[src/rtl/uart_mike_link_ctrl_pkg.sv]
// Shared types and helpers for the UART frame controller.
// Phase encoding, FSM state types and parameter range check.
package uart_mike_link_ctrl_pkg;

  typedef enum logic [1:0] {
    PH_START = 2'd0,
    PH_DATA  = 2'd1,
    PH_PAR   = 2'd2,
    PH_STOP  = 2'd3
  } uart_phase_t;

  typedef enum logic [2:0] {
    TX_IDLE,
    TX_START,
    TX_DATA,
    TX_PAR,
    TX_STOP
  } uart_tx_state_t;

  typedef enum logic [2:0] {
    RX_IDLE,
    RX_START,
    RX_DATA,
    RX_PAR,
    RX_STOP
  } uart_rx_state_t;

  function automatic bit uart_cfg_ok(
    input int data_w,
    input int cpb,
    input int stop_bits,
    input int parity_en,
    input int full_duplex
  );
    return (data_w >= 5) && (data_w <= 9) &&
           (cpb >= 4) && (cpb % 2 == 0) &&
           (stop_bits == 1 || stop_bits == 2) &&
           (parity_en == 0 || parity_en == 1) &&
           (full_duplex == 0 || full_duplex == 1);
  endfunction

  function automatic uart_phase_t tx_phase_of(
    input uart_tx_state_t s
  );
    unique case (s)
      TX_DATA: return PH_DATA;
      TX_PAR:  return PH_PAR;
      TX_STOP: return PH_STOP;
      default: return PH_START;
    endcase
  endfunction

  function automatic uart_phase_t rx_phase_of(
    input uart_rx_state_t s
  );
    unique case (s)
      RX_DATA: return PH_DATA;
      RX_PAR:  return PH_PAR;
      RX_STOP: return PH_STOP;
      default: return PH_START;
    endcase
  endfunction

endpackage

[src/rtl/uart_mike_link_ctrl_tick_counter.sv]
// Wrapping up-counter: counts on en, wraps to 0 after GOAL.
// clr has priority and forces the count back to 0.
module uart_mike_tick_counter #(
  parameter int WIDTH = 4,
  parameter int GOAL  = 15
) (
  input  logic             clk,
  input  logic             rst,
  input  logic             en,
  input  logic             clr,
  output logic [WIDTH-1:0] count,
  output logic             hit
);

  assign hit = (count == WIDTH'(GOAL));

  always_ff @(posedge clk or posedge rst) begin
    if (rst) begin
      count <= '0;
    end else if (clr) begin
      count <= '0;
    end else if (en) begin
      count <= hit ? '0 : count + 1'b1;
    end
  end

endmodule

[src/rtl/uart_mike_link_ctrl.sv]
// UART TX/RX frame sequencer: per-bit timing, false start,
// framing error, data flag and overrun, duplex arbitration.
module uart_mike_link_ctrl
  import uart_mike_link_ctrl_pkg::*;
#(
  parameter int DATA_W       = 8,
  parameter int CLKS_PER_BIT = 16,
  parameter int STOP_BITS    = 1,
  parameter int PARITY_EN    = 0,
  parameter int FULL_DUPLEX  = 0
) (
  input  logic                      clk,
  input  logic                      rst,
  input  logic                      tx_send,
  output logic                      tx_busy,
  output logic                      tx_shift,
  output logic [1:0]                tx_phase,
  output logic [$clog2(DATA_W)-1:0] tx_bit_idx,
  output logic                      tx_done,
  input  logic                      rx_start,
  input  logic                      rx_line,
  output logic                      rx_busy,
  output logic                      rx_sample,
  output logic [1:0]                rx_phase,
  output logic [$clog2(DATA_W)-1:0] rx_bit_idx,
  output logic                      rx_done,
  output logic                      rx_frame_err,
  output logic                      rx_flag,
  input  logic                      rx_flag_clr,
  output logic                      rx_overrun
);

  localparam int CW  = $clog2(CLKS_PER_BIT);
  localparam int BW  = $clog2(DATA_W);
  localparam int MID = CLKS_PER_BIT / 2 - 1;

  if (!uart_cfg_ok(DATA_W, CLKS_PER_BIT, STOP_BITS,
                   PARITY_EN, FULL_DUPLEX)) begin : g_bad_cfg
    $error("uart_mike_link_ctrl: parameter out of range");
  end

  uart_tx_state_t tx_state, tx_next;
  uart_rx_state_t rx_state, rx_next;

  logic [CW-1:0] tx_cyc, rx_cyc;
  logic [BW-1:0] tx_bit, rx_bit;
  logic          tx_cyc_hit, rx_cyc_hit;
  logic          tx_bit_hit, rx_bit_hit;
  logic          tx_chg, rx_chg;
  logic          tx_go, rx_go;
  logic          tx_stop_last, rx_stop_last;
  logic          rx_mid;

  assign tx_busy = (tx_state != TX_IDLE);
  assign rx_busy = (rx_state != RX_IDLE);
  assign tx_chg  = (tx_next != tx_state);
  assign rx_chg  = (rx_next != rx_state);

  // Half duplex: RX wins a same-cycle race, TX waits for RX idle.
  assign tx_go = tx_send &&
    ((FULL_DUPLEX != 0) || (rx_state == RX_IDLE && !rx_start));
  assign rx_go = rx_start &&
    ((FULL_DUPLEX != 0) || (tx_state == TX_IDLE));

  assign tx_stop_last = (tx_bit == BW'(STOP_BITS - 1));
  assign rx_stop_last = (rx_bit == BW'(STOP_BITS - 1));
  assign rx_mid       = (rx_cyc == CW'(MID));

  uart_mike_tick_counter #(
    .WIDTH(CW), .GOAL(CLKS_PER_BIT - 1)
  ) u_tx_cyc (
    .clk(clk), .rst(rst), .en(tx_busy), .clr(tx_chg),
    .count(tx_cyc), .hit(tx_cyc_hit)
  );

  uart_mike_tick_counter #(
    .WIDTH(BW), .GOAL(DATA_W - 1)
  ) u_tx_bit (
    .clk(clk), .rst(rst), .en(tx_busy && tx_cyc_hit),
    .clr(tx_chg), .count(tx_bit), .hit(tx_bit_hit)
  );

  uart_mike_tick_counter #(
    .WIDTH(CW), .GOAL(CLKS_PER_BIT - 1)
  ) u_rx_cyc (
    .clk(clk), .rst(rst), .en(rx_busy), .clr(rx_chg),
    .count(rx_cyc), .hit(rx_cyc_hit)
  );

  uart_mike_tick_counter #(
    .WIDTH(BW), .GOAL(DATA_W - 1)
  ) u_rx_bit (
    .clk(clk), .rst(rst), .en(rx_busy && rx_cyc_hit),
    .clr(rx_chg), .count(rx_bit), .hit(rx_bit_hit)
  );

  always_ff @(posedge clk or posedge rst) begin
    if (rst) begin
      tx_state <= TX_IDLE;
      rx_state <= RX_IDLE;
    end else begin
      tx_state <= tx_next;
      rx_state <= rx_next;
    end
  end

  always_comb begin
    tx_next = tx_state;
    tx_done = 1'b0;
    unique case (tx_state)
      TX_IDLE: begin
        if (tx_go) tx_next = TX_START;
      end
      TX_START: begin
        if (tx_cyc_hit) tx_next = TX_DATA;
      end
      TX_DATA: begin
        if (tx_cyc_hit && tx_bit_hit) begin
          if (PARITY_EN != 0) tx_next = TX_PAR;
          else                tx_next = TX_STOP;
        end
      end
      TX_PAR: begin
        if (tx_cyc_hit) tx_next = TX_STOP;
      end
      TX_STOP: begin
        if (tx_cyc_hit && tx_stop_last) begin
          tx_done = 1'b1;
          if (tx_send) tx_next = TX_START;
          else         tx_next = TX_IDLE;
        end
      end
      default: tx_next = TX_IDLE;
    endcase
  end

  // Done fires at the last stop-bit sample, half a bit early.
  always_comb begin
    rx_next = rx_state;
    rx_done = 1'b0;
    unique case (rx_state)
      RX_IDLE: begin
        if (rx_go) rx_next = RX_START;
      end
      RX_START: begin
        if (rx_mid && rx_line) rx_next = RX_IDLE;
        else if (rx_cyc_hit)   rx_next = RX_DATA;
      end
      RX_DATA: begin
        if (rx_cyc_hit && rx_bit_hit) begin
          if (PARITY_EN != 0) rx_next = RX_PAR;
          else                rx_next = RX_STOP;
        end
      end
      RX_PAR: begin
        if (rx_cyc_hit) rx_next = RX_STOP;
      end
      RX_STOP: begin
        if (rx_mid && rx_stop_last) begin
          rx_done = 1'b1;
          rx_next = RX_IDLE;
        end
      end
      default: rx_next = RX_IDLE;
    endcase
  end

  assign tx_shift     = tx_busy && tx_cyc_hit;
  assign tx_phase     = tx_phase_of(tx_state);
  assign tx_bit_idx   = tx_bit;
  assign rx_sample    = rx_busy && rx_mid;
  assign rx_phase     = rx_phase_of(rx_state);
  assign rx_bit_idx   = rx_bit;
  assign rx_frame_err = rx_done && !rx_line;

  always_ff @(posedge clk or posedge rst) begin
    if (rst) begin
      rx_flag    <= 1'b0;
      rx_overrun <= 1'b0;
    end else begin
      if (rx_done)          rx_flag <= 1'b1;
      else if (rx_flag_clr) rx_flag <= 1'b0;
      if (rx_flag_clr)
        rx_overrun <= 1'b0;
      else if (rx_done && rx_flag)
        rx_overrun <= 1'b1;
    end
  end

endmodule
[config.mk]
export PLATFORM = sky130hd
export DESIGN_NAME = uart_mike_link_ctrl
export DESIGN_NICKNAME = d
export VERILOG_FILES = /design/src/rtl/uart_mike_link_ctrl_pkg.sv /design/src/rtl/uart_mike_link_ctrl_tick_counter.sv /design/src/rtl/uart_mike_link_ctrl.sv
export SDC_FILE = /design/constraint.sdc
export NUM_CORES = 1
export LEC_CHECK = 0
export ABC_CLOCK_PERIOD_IN_PS = 1550
export CORE_AREA = 2 2 58 60
export DETAILED_ROUTE_END_ITERATION = 6
export DIE_AREA = 0 0 60 62
export GPL_TIMING_DRIVEN = 0
export HOLD_SLACK_MARGIN = 0.03
export PLACE_DENSITY = 0.71
export SETUP_SLACK_MARGIN = 0.15
export SLEW_MARGIN = 40
export SYNTH_ARGS = -nofsm -noshare
export SYNTH_HDL_FRONTEND = slang
export SYNTH_SLANG_ARGS = --single-unit
[constraint.sdc]
create_clock -name clk -period 1.55 [get_ports clk]
set_input_delay 0.155 -clock clk [delete_from_list [all_inputs] [get_ports clk]]
set_output_delay 0.155 -clock clk [all_outputs]
set_load 0.01 [all_outputs]
==> results of run 1 <==
-- cells in the final DEF, fill, tap and decap left out, drive strengths merged, types with 3 or more instances in the layout --
cell type	count
dfrtp	22
nand2	13
nand2b	4
nor3	8
or3	3
a21oi	20
clkbuf	6
nor2	18
o21ai	9
buf	64
nand3	3
clkdlybuf4s50	5
ha	8
dlygate4sd2	6
and3	3
inv	15
-- repair_timing --
action / in CTS / in global routing
pin swaps: 19 / 19
cloned: 0 / 0
endpoints found under the setup margin: 40 / 35
setup buffers: 40 / 9
resized for setup: 126 / 35
-- through the flow --
| stage | worst slack, ns | util [%] | setup TNS, ns | total power [mW] |
|---|---|---|---|---|
| after floorplan | -0.0839 | - | -0.619 | 1.87 |
| after global placement | -0.584 | 53.2 | -4.10 | 2.25 |
| after detailed placement | -0.628 | 53.2 | -5.15 | 2.32 |
| after CTS | -0.539 | 72.1 | -3.81 | 3.69 |
| after global routing | -0.591 | 78.6 | -8.64 | 4.53 |
| final | -0.531 | 78.6 | -7.06 | 4.28 |
-- cell type report --
class / instances / share of cell area, %
inverters: 15 / 2.66
clock buffers: 4 / 1.45
well taps: 46 / 2.30
flip-flops and latches: 22 / 22.1
plain buffers: 6 / 2.76
repair buffers: 73 / 26.7
multi-input cells: 114 / 42.0
-- worst paths after layout --
| path | cells after the start | slack (ns) | endpoint |
|---|---|---|---|
| hold reg to reg | 3 | 0.61 | rx_overrun$_DFFE_PP0P_ |
| hold / removal | 2 | 0.14 | u_tx_cyc.count[2]$_DFFE_PP0P_ |
| setup reg to reg | 8 | -0.37 | u_rx_cyc.count[2]$_DFFE_PP0P_ |
| max in group asynchronous | 2 | 1.06 | tx_state[1]$_DFF_PP0_ |
| setup / recovery | 6 | -0.53 | rx_frame_err |
| min in group clk | 2 | 0.40 | rx_overrun$_DFFE_PP0P_ |
-- where the power goes --
| part | total (mW) | internal, mW | leakage (nW) | switching [mW] |
|---|---|---|---|---|
| Combinational | 2.97 | 1.54 | 0.829 | 1.43 |
| Sequential | 0.953 | 0.763 | 0.282 | 0.190 |
| Clock | 0.353 | 0.144 | 0.0210 | 0.209 |
-- cells in the mapped netlist --
cell type,number,area [µm²]
a211oi_1,1,7.51
o311ai_0,1,8.76
buf_2,3,15.0
nor2_2,1,6.26
nand3b_1,2,15.0
o221ai_1,1,8.76
o2bb2ai_1,1,8.76
a21oi_2,1,8.76
a211o_2,1,10.0
nor4b_1,2,17.5
inv_1,12,45.0
or3b_4,2,22.5
a22o_2,1,10.0
nor3_2,2,20.0
ha_1,8,100
or3_4,1,11.3
o21ai_0,9,45.0
nand4b_1,1,8.76
clkbuf_1,2,7.51
nand2_1,13,48.8
o31ai_1,1,7.51
nand4_1,1,6.26
nor3_1,6,30.0
xor2_1,1,8.76
nor3b_1,1,7.51
a22oi_1,1,7.51
nor2_1,17,63.8
o22ai_1,2,12.5
or3_1,2,12.5
dfrtp_1,22,551
and3_1,3,18.8
a21o_1,1,7.51
a31oi_1,2,12.5
xnor2_1,1,8.76
nand3_1,3,15.0
nand2b_1,4,25.0
a21oi_1,19,95.1
buf_6,1,11.3
inv_2,3,11.3
mux2i_1,1,10.0
-- flip-flops by register name, indices dropped and copies added, names as in the netlist --
name            cells
rx_flag             1
rx_overrun          1
rx_state            3
tx_state            3
u_rx_bit.count      3
u_rx_cyc.count      4
u_tx_bit.count      3
u_tx_cyc.count      4
-- cell families after synthesis --
logic type	count (synthesis)
and+or+nand+nor	61
AOI/OAI and AO/OA	42
DFF	22
buffers and inverters	21
adders and majority gates	8
xor gates and xnor gates	2
muxes	1
-- layer usage --
metal	share of wire, %	routed length (µm)	track usage (%)
met4	4.1	211	13.3
met2	51	2600	41.9
met3	5.0	256	4.35
met1	40	2040	28.7
met5	0	0	0
-- worst max-delay path: stages, from the launching register on --
cell and delay (ns):
dfrtp_1 0.42, inv_2 0.10, ha_4 0.12, or3b_4 0.37, or3_4 0.38, nor2_4 0.10, buf_6 0.10
==> flow_summary.json, run 1 <==
{
  "viasPerCell": 5.55,
  "synth_seq_cells": 22,
  "worst_slack_ns": -0.531,
  "clock_latency_ns": 0.34,
  "power_density_nw_per_um2": 1710,
  "nFillCells": 175,
  "syn_area_um2": 1350,
  "slew_violations": 0,
  "peakVddDrop_uv": 1090,
  "synth_adder_area_share_pct": 7.43,
  "clk_pin_slew_ns": 0.14,
  "r2r-start": "u_rx_bit.count[1]$_DFFE_PP0P_",
  "hp-class": "in -> async",
  "ys_types": 40,
  "violations": "negative setup slack",
  "relSlewSlack_pct": 67.5,
  "critPathCaptureType": "output port",
  "fin_skew_ns": 0.00267,
  "wl_per_cell_um": 18.3,
  "grt_max_degree": 23,
  "fmax_ghz": 0.481,
  "area_growth_pct": 85.3,
  "synth_top_family_by_area": "simple AND/OR/NAND/NOR gates",
  "dieHeight_um": 62,
  "yosysSeqAreaShare_pct": 40.9,
  "die_x_um": 60,
  "synth_area_per_cell_um2": 8.58,
  "grt_pass1_vias": 1448,
  "crit_start": "u_rx_bit.count[1]$_DFFE_PP0P_",
  "numPlacedInstances": 227,
  "fin_crit_ns": 2.08,
  "path_class": "reg -> out",
  "final_hold_viol_count": 0,
  "setup_viol": 26,
  "cp.required_ns": 1.39,
  "overflow": 0,
  "synth_compound_area_share_pct": 18.6,
  "hold_buffers": 0,
  "synth.net_count": 171,
  "place_area_um2": 1690,
  "p_leak_nw": 1.13,
  "core-area_um2": 3180,
  "drt_iter0_drc": 69,
  "cts_buffer_depth": 2,
  "period_share_pct": 134,
  "holdWs_ns": 0.136,
  "critical_path.max_fanout": 3,
  "synth_xor_area_share_pct": 1.30,
  "clock_sinks": 22,
  "synthCells": 157,
  "place.gp.congestion": 0.783,
  "multiInputGateArea_um2": 1050,
  "cts_tree": "built",
  "start_kind": "flip-flop",
  "fin_area_um2": 2500,
  "synth_simple_gate_area_share_pct": 24.4,
  "antenna_cells": 0,
  "std_cell_rows": 21,
  "worst_slew_pin_slew_ns": 0.487,
  "track_usage_pct": 24.3,
  "h-tree-depth": 1,
  "drcViolationCount": 0,
  "drt-total-wl_mm": 5.11,
  "layout-drive-gt1-share_pct": 58.1,
  "io_buffers": 24,
  "die-area_um2": 3720,
  "ant_nets": 0,
  "synthMuxAreaShare_pct": 0.743,
  "status": "finished, violations left",
  "antenna_found_initial": 0,
  "rsz0062_at_grt": "true",
  "ioPinCount": 25,
  "root_buffer": "clkbuf_4",
  "place_hpwl_mm": 2.19,
  "final_cells": 280,
  "numCtsBuffers": 3,
  "regArea_um2": 553,
  "fin_nets": 249,
  "vias": 1553,
  "grt_first_pass_wirelength_mm": 6.67,
  "cp.arrival_ns": 1.93,
  "maxCapViolCount": 0,
  "synth_warnings": 0,
  "dr.pass1.iters": 4,
  "start_util_pct": 42.4
}
Note: power is estimated with default switching activity, not from simulation.
==> run 2: changes to the inputs <==
--- a/config.mk
+++ b/config.mk
@@ -7,10 +7,12 @@
 export LEC_CHECK = 0
 export ABC_CLOCK_PERIOD_IN_PS = 1550
 export CORE_AREA = 2 2 58 60
+export CTS_CLUSTER_SIZE = 14
 export DETAILED_ROUTE_END_ITERATION = 6
 export DIE_AREA = 0 0 60 62
 export GPL_TIMING_DRIVEN = 0
 export HOLD_SLACK_MARGIN = 0.03
+export MAX_ROUTING_LAYER = met4
 export PLACE_DENSITY = 0.71
 export SETUP_SLACK_MARGIN = 0.15
 export SLEW_MARGIN = 40
==> flow_summary.json, run 2 (same netlist as run 1, synthesis figures left out) <==
{
  "preCtsSetupSlack_ns": -0.628,
  "numCtsBuffers": 3,
  "crit_path_max_incr_delay_ns": 0.43,
  "use_met2_pct": 41.8,
  "tns_ns": -7.06,
  "place_hpwl_mm": 2.19,
  "std_cell_rows": 21,
  "clock_latency_ns": 0.34,
  "cell_internal_pwr_mw": 2.45,
  "final_util_pct": 78.6,
  "viasPerCell": 5.49,
  "critPathSlowestCell": "dfrtp_1",
  "die_x_um": 60,
  "dieHeight_um": 62,
  "area_growth_pct": 85.3,
  "p_leak_nw": 1.13,
  "layout-drive-gt1-share_pct": 58.1,
  "drt_iter0_drc": 84,
  "final_common_cell": "buf_6",
  "crit_start": "u_rx_bit.count[0]$_DFFE_PP0P_",
  "netSwitchingFraction_pct": 42.6,
  "r2r-start": "u_rx_bit.count[0]$_DFFE_PP0P_",
  "status": "finished, violations left",
  "busiest_layer": "met2",
  "worst_slew_pin_slew_ns": 0.495,
  "antenna_found_initial": 0,
  "track_usage_pct": 25.2,
  "power_frac_seq_pct": 22.3,
  "fmax_ghz": 0.482,
  "violations": "negative setup slack",
  "slew_violations": 0,
  "maxCapViolCount": 0,
  "ioPinCount": 25,
  "overflow": 0,
  "fin_area_um2": 2500,
  "clock_sinks": 22,
  "critPathBufInv": 2,
  "root_buffer": "clkbuf_4",
  "drt-total-wl_mm": 5.12,
  "fin_crit_ns": 2.07,
  "dr.pass1.iters": 4,
  "start_kind": "flip-flop",
  "clk_pin_slew_ns": 0.13,
  "die-area_um2": 3720,
  "start_util_pct": 42.4,
  "final_hold_viol_count": 0,
  "cp.arrival_ns": 1.92,
  "place_area_um2": 1690,
  "hold_buffers": 0,
  "crit_family": "simple AND/OR/NAND/NOR gates",
  "setup_viol": 25,
  "io_buffers": 24,
  "layout_common_cells": "buf_6 (30), buf_4 (29), dfrtp_1 (20)",
  "nFillCells": 175,
  "top_regs": "u_rx_cyc.count x4, u_tx_cyc.count x4",
  "period_share_pct": 134,
  "relSlewSlack_pct": 67.0,
  "cts_tree": "built",
  "fin_skew_ns": 0.00744,
  "critical_path.max_fanout": 3,
  "power_density_nw_per_um2": 1710,
  "critPathCaptureType": "output port",
  "rsz0062_at_grt": "true",
  "vias": 1536,
  "h-tree-depth": 1,
  "path_class": "reg -> out",
  "fin_total_pwr_mw": 4.27,
  "use_met3_pct": 4.35,
  "hp-class": "in -> async",
  "worstPathCellList": "inv_2, ha_4, or3b_4, or3_4, nor2_4, buf_6",
  "fin_nets": 249,
  "grt_first_pass_wirelength_mm": 6.70,
  "core-area_um2": 3180,
  "peakVddDrop_uv": 1090,
  "grt_pass1_vias": 1437,
  "drcViolationCount": 0,
  "worst_slack_ns": -0.525,
  "ant_nets": 0,
  "r2r_setup_slack_ns": -0.37,
  "place.gp.congestion": 0.794,
  "cts_buffer_depth": 2,
  "wl_per_cell_um": 18.3,
  "grt_max_degree": 23,
  "p_comb_share_pct": 69.6,
  "power_switching_mw": 1.82,
  "antenna_cells": 0,
  "pwr-share-clk_pct": 8.1,
  "cp.required_ns": 1.39,
  "gr-usage-met1_pct": 29.2
}
[run 2: cell counts in the layout (fill, tap and decap cells not counted)]
No cell type changed its count.
[run 2: path summary, 6_finish.rpt]
path                                                      end  cells after the start
worst max register to register  u_rx_cyc.count[2]$_DFFE_PP0P_                      8
min in group clk                       rx_overrun$_DFFE_PP0P_                      2
worst min-delay path            u_tx_cyc.count[3]$_DFFE_PP0P_                      2
worst max-delay path                             rx_frame_err                      6
max in group asynchronous               tx_state[1]$_DFF_PP0_                      2
worst min register to register         rx_overrun$_DFFE_PP0P_                      3
[run 2: cell type report]
class,instances,area (µm²),share of cell area (%)
Inverter,15,66.3,2.66
Tap cell,46,57.6,2.30
Buffer,6,68.8,2.76
Multi-Input combinational cell,114,1050,42.0
Sequential cell,22,553,22.1
Timing Repair Buffer,73,667,26.7
Clock buffer,4,36.3,1.45
[run 2: through the flow]
stage / hold slack [ns] / instances
finish: 0.137 / 280
global route: 0.170 / 280
CTS: 0.173 / 271
detailed placement: 0.505 / 227
global placement: 0.478 / 227
floorplan: 0.144 / 157
[run 2: layer usage]
metal	vias to the layer above	routed length, µm
met5	-	0
met4	0	198
met3	23	195
met2	59	2660
met1	743	2070
li1	711	-
[run 2: power by group through the flow]
| stage | clock network [mW] | registers (mW) | logic, mW |
|---|---|---|---|
| after global routing | 0.383 | 0.967 | 3.17 |
| after CTS | 0.339 | 0.929 | 2.43 |
| after global placement | 0 | 0.931 | 1.31 |
| after detailed placement | 0 | 0.949 | 1.37 |
| after floorplan | 0 | 0.928 | 0.945 |
| final | 0.344 | 0.954 | 2.97 |
[run 2: worst register-to-register path, cell delays in order, from the launching register on]
cell	delay, ns
dfrtp_1	0.43
inv_2	0.09
ha_4	0.12
or3b_4	0.37
buf_4	0.14
buf_6	0.12
o311ai_4	0.26
a211o_4	0.24
nor2_1	0.06
[run 2: what timing repair did]
action,CTS,global route
buffers inserted,40,9
pin swaps,19,19
gates resized for setup,126,35
endpoints found under the setup margin,40,35
==> run 3: changes to the inputs <==
--- a/config.mk
+++ b/config.mk
@@ -15,7 +15,7 @@
 export MAX_ROUTING_LAYER = met4
 export PLACE_DENSITY = 0.71
 export SETUP_SLACK_MARGIN = 0.15
-export SLEW_MARGIN = 40
+export SLEW_MARGIN = 20
 export SYNTH_ARGS = -nofsm -noshare
 export SYNTH_HDL_FRONTEND = slang
 export SYNTH_SLANG_ARGS = --single-unit
==> flow_summary.json, run 3 (same netlist as run 1, synthesis figures left out) <==
{
  "r2r_setup_slack_ns": -0.37,
  "cts_tree": "built",
  "vias": 1536,
  "start_util_pct": 42.4,
  "die-area_um2": 3720,
  "critical_path.max_fanout": 3,
  "nFillCells": 175,
  "place.gp.congestion": 0.794,
  "place_hpwl_mm": 2.19,
  "crit_family": "simple AND/OR/NAND/NOR gates",
  "cp.arrival_ns": 1.92,
  "dr.pass1.iters": 4,
  "std_cell_rows": 21,
  "period_share_pct": 134,
  "drt_iter0_drc": 84,
  "worst_slew_pin_slew_ns": 0.897,
  "p_comb_share_pct": 69.6,
  "path_class": "reg -> out",
  "fin_crit_ns": 2.07,
  "fin_nets": 249,
  "setup_viol": 25,
  "fin_area_um2": 2500,
  "io_buffers": 24,
  "area_growth_pct": 85.3,
  "r2r-start": "u_rx_bit.count[0]$_DFFE_PP0P_",
  "drt-total-wl_mm": 5.12,
  "rsz0062_at_grt": "true",
  "cp.required_ns": 1.39,
  "peakVddDrop_uv": 1090,
  "clock_latency_ns": 0.34,
  "viasPerCell": 5.49,
  "root_buffer": "clkbuf_4",
  "place_area_um2": 1690,
  "h-tree-depth": 1,
  "worstPathCellList": "inv_2, ha_4, or3b_4, or3_4, nor2_4, buf_6",
  "wl_per_cell_um": 18.3,
  "regArea_um2": 553,
  "core-area_um2": 3180,
  "fin_skew_ns": 0.00744,
  "fmax_ghz": 0.482,
  "cts_buffer_depth": 2,
  "ioPinCount": 25,
  "reg2regPathDepth": 8,
  "cell_internal_pwr_mw": 2.45,
  "dieHeight_um": 62,
  "final_hold_viol_count": 0,
  "crit_start": "u_rx_bit.count[0]$_DFFE_PP0P_",
  "drcViolationCount": 0,
  "p_leak_nw": 1.13,
  "die_x_um": 60,
  "status": "finished, violations left",
  "ant_nets": 0,
  "antenna_cells": 0,
  "grt_first_pass_wirelength_mm": 6.70,
  "final_common_cell": "buf_6",
  "relSlewSlack_pct": 40.1,
  "start_kind": "flip-flop",
  "multiInputGateArea_um2": 1050,
  "track_usage_pct": 25.2,
  "layout_common_cells": "buf_6 (30), buf_4 (29), dfrtp_1 (20)",
  "worst_slack_ns": -0.525,
  "grt_max_degree": 23,
  "antenna_found_initial": 0,
  "tns_ns": -7.06,
  "clk_pin_slew_ns": 0.13,
  "grt_pass1_vias": 1437,
  "hold_buffers": 0,
  "critPathCaptureType": "output port",
  "numCtsBuffers": 3,
  "maxCapViolCount": 0,
  "power_density_nw_per_um2": 1710,
  "slew_violations": 0,
  "overflow": 0,
  "power_switching_mw": 1.82,
  "rr_endpoint": "u_rx_cyc.count[2]$_DFFE_PP0P_",
  "top_regs": "u_rx_cyc.count x4, u_tx_cyc.count x4",
  "violations": "negative setup slack",
  "hp-class": "in -> async",
  "netSwitchingFraction_pct": 42.6,
  "layout-drive-gt1-share_pct": 57.7,
  "critPathBufInv": 2,
  "power_frac_seq_pct": 22.3,
  "crit_path_max_incr_delay_ns": 0.43,
  "critPathSlowestCell": "dfrtp_1",
  "pwr-share-clk_pct": 8.1,
  "clock_sinks": 22
}
-- run 3: per-stage QoR --
stage          total power, mW  instances  setup slack [ns]  util (%)  hold WS, ns
3_3_place_gp              2.25        227            -0.584      53.2        0.478
2_1_floorplan             1.87        157           -0.0839         -        0.144
3_5_place_dp              2.32        227            -0.628      53.2        0.505
6_report                  4.27        280            -0.525      78.6        0.285
5_1_grt                   4.52        280            -0.582      78.6        0.356
4_1_cts                   3.69        271            -0.539      72.1        0.327
-- run 3: final cells by class --
| type | instances | area share, % |
|---|---|---|
| Timing Repair Buffer | 73 | 26.7 |
| Sequential cell | 22 | 22.1 |
| Multi-Input combinational cell | 114 | 42.0 |
| Buffer | 6 | 2.76 |
| Clock buffer | 4 | 1.45 |
| Inverter | 15 | 2.66 |
| Tap cell | 46 | 2.30 |
-- run 3: worst max path at each step --
stage	end	slack (ns)	cells after the start
after floorplan	rx_overrun$_DFFE_PP0P_	-0.08	7
after global placement	rx_frame_err	-0.58	6
after detailed placement	rx_frame_err	-0.63	6
after CTS	rx_frame_err	-0.54	6
after global routing	rx_frame_err	-0.58	6
final	rx_frame_err	-0.52	6
-- run 3: power groups by stage --
stage	Clock, mW	Combinational [mW]	Sequential (mW)
final	0.344	2.97	0.954
after global routing	0.383	3.17	0.967
after CTS	0.339	2.43	0.929
after detailed placement	0	1.37	0.949
after global placement	0	1.31	0.931
after floorplan	0	0.945	0.928
-- run 3: worst register-to-register path, cell delays in order (launching register included) --
cell      delay [ns]
dfrtp_1         0.43
inv_2           0.09
ha_4            0.12
or3b_4          0.37
buf_4           0.14
buf_6           0.12
o311ai_4        0.26
a211o_4         0.24
nor2_1          0.06
-- run 3: timing repair --
item,in CTS,in global routing
setup endpoints to repair,40,35
pin swaps,19,19
setup buffers,40,9
gates resized for setup,126,35
gates cloned,0,0
-- run 3: routing by layer --
layer  up-vias  track usage (%)  routed length, µm
met5         -                -                  0
met4         0             13.3                198
met3        23             4.35                195
met2        59             41.8               2660
met1       743             29.2               2070
li1        711                -                  -
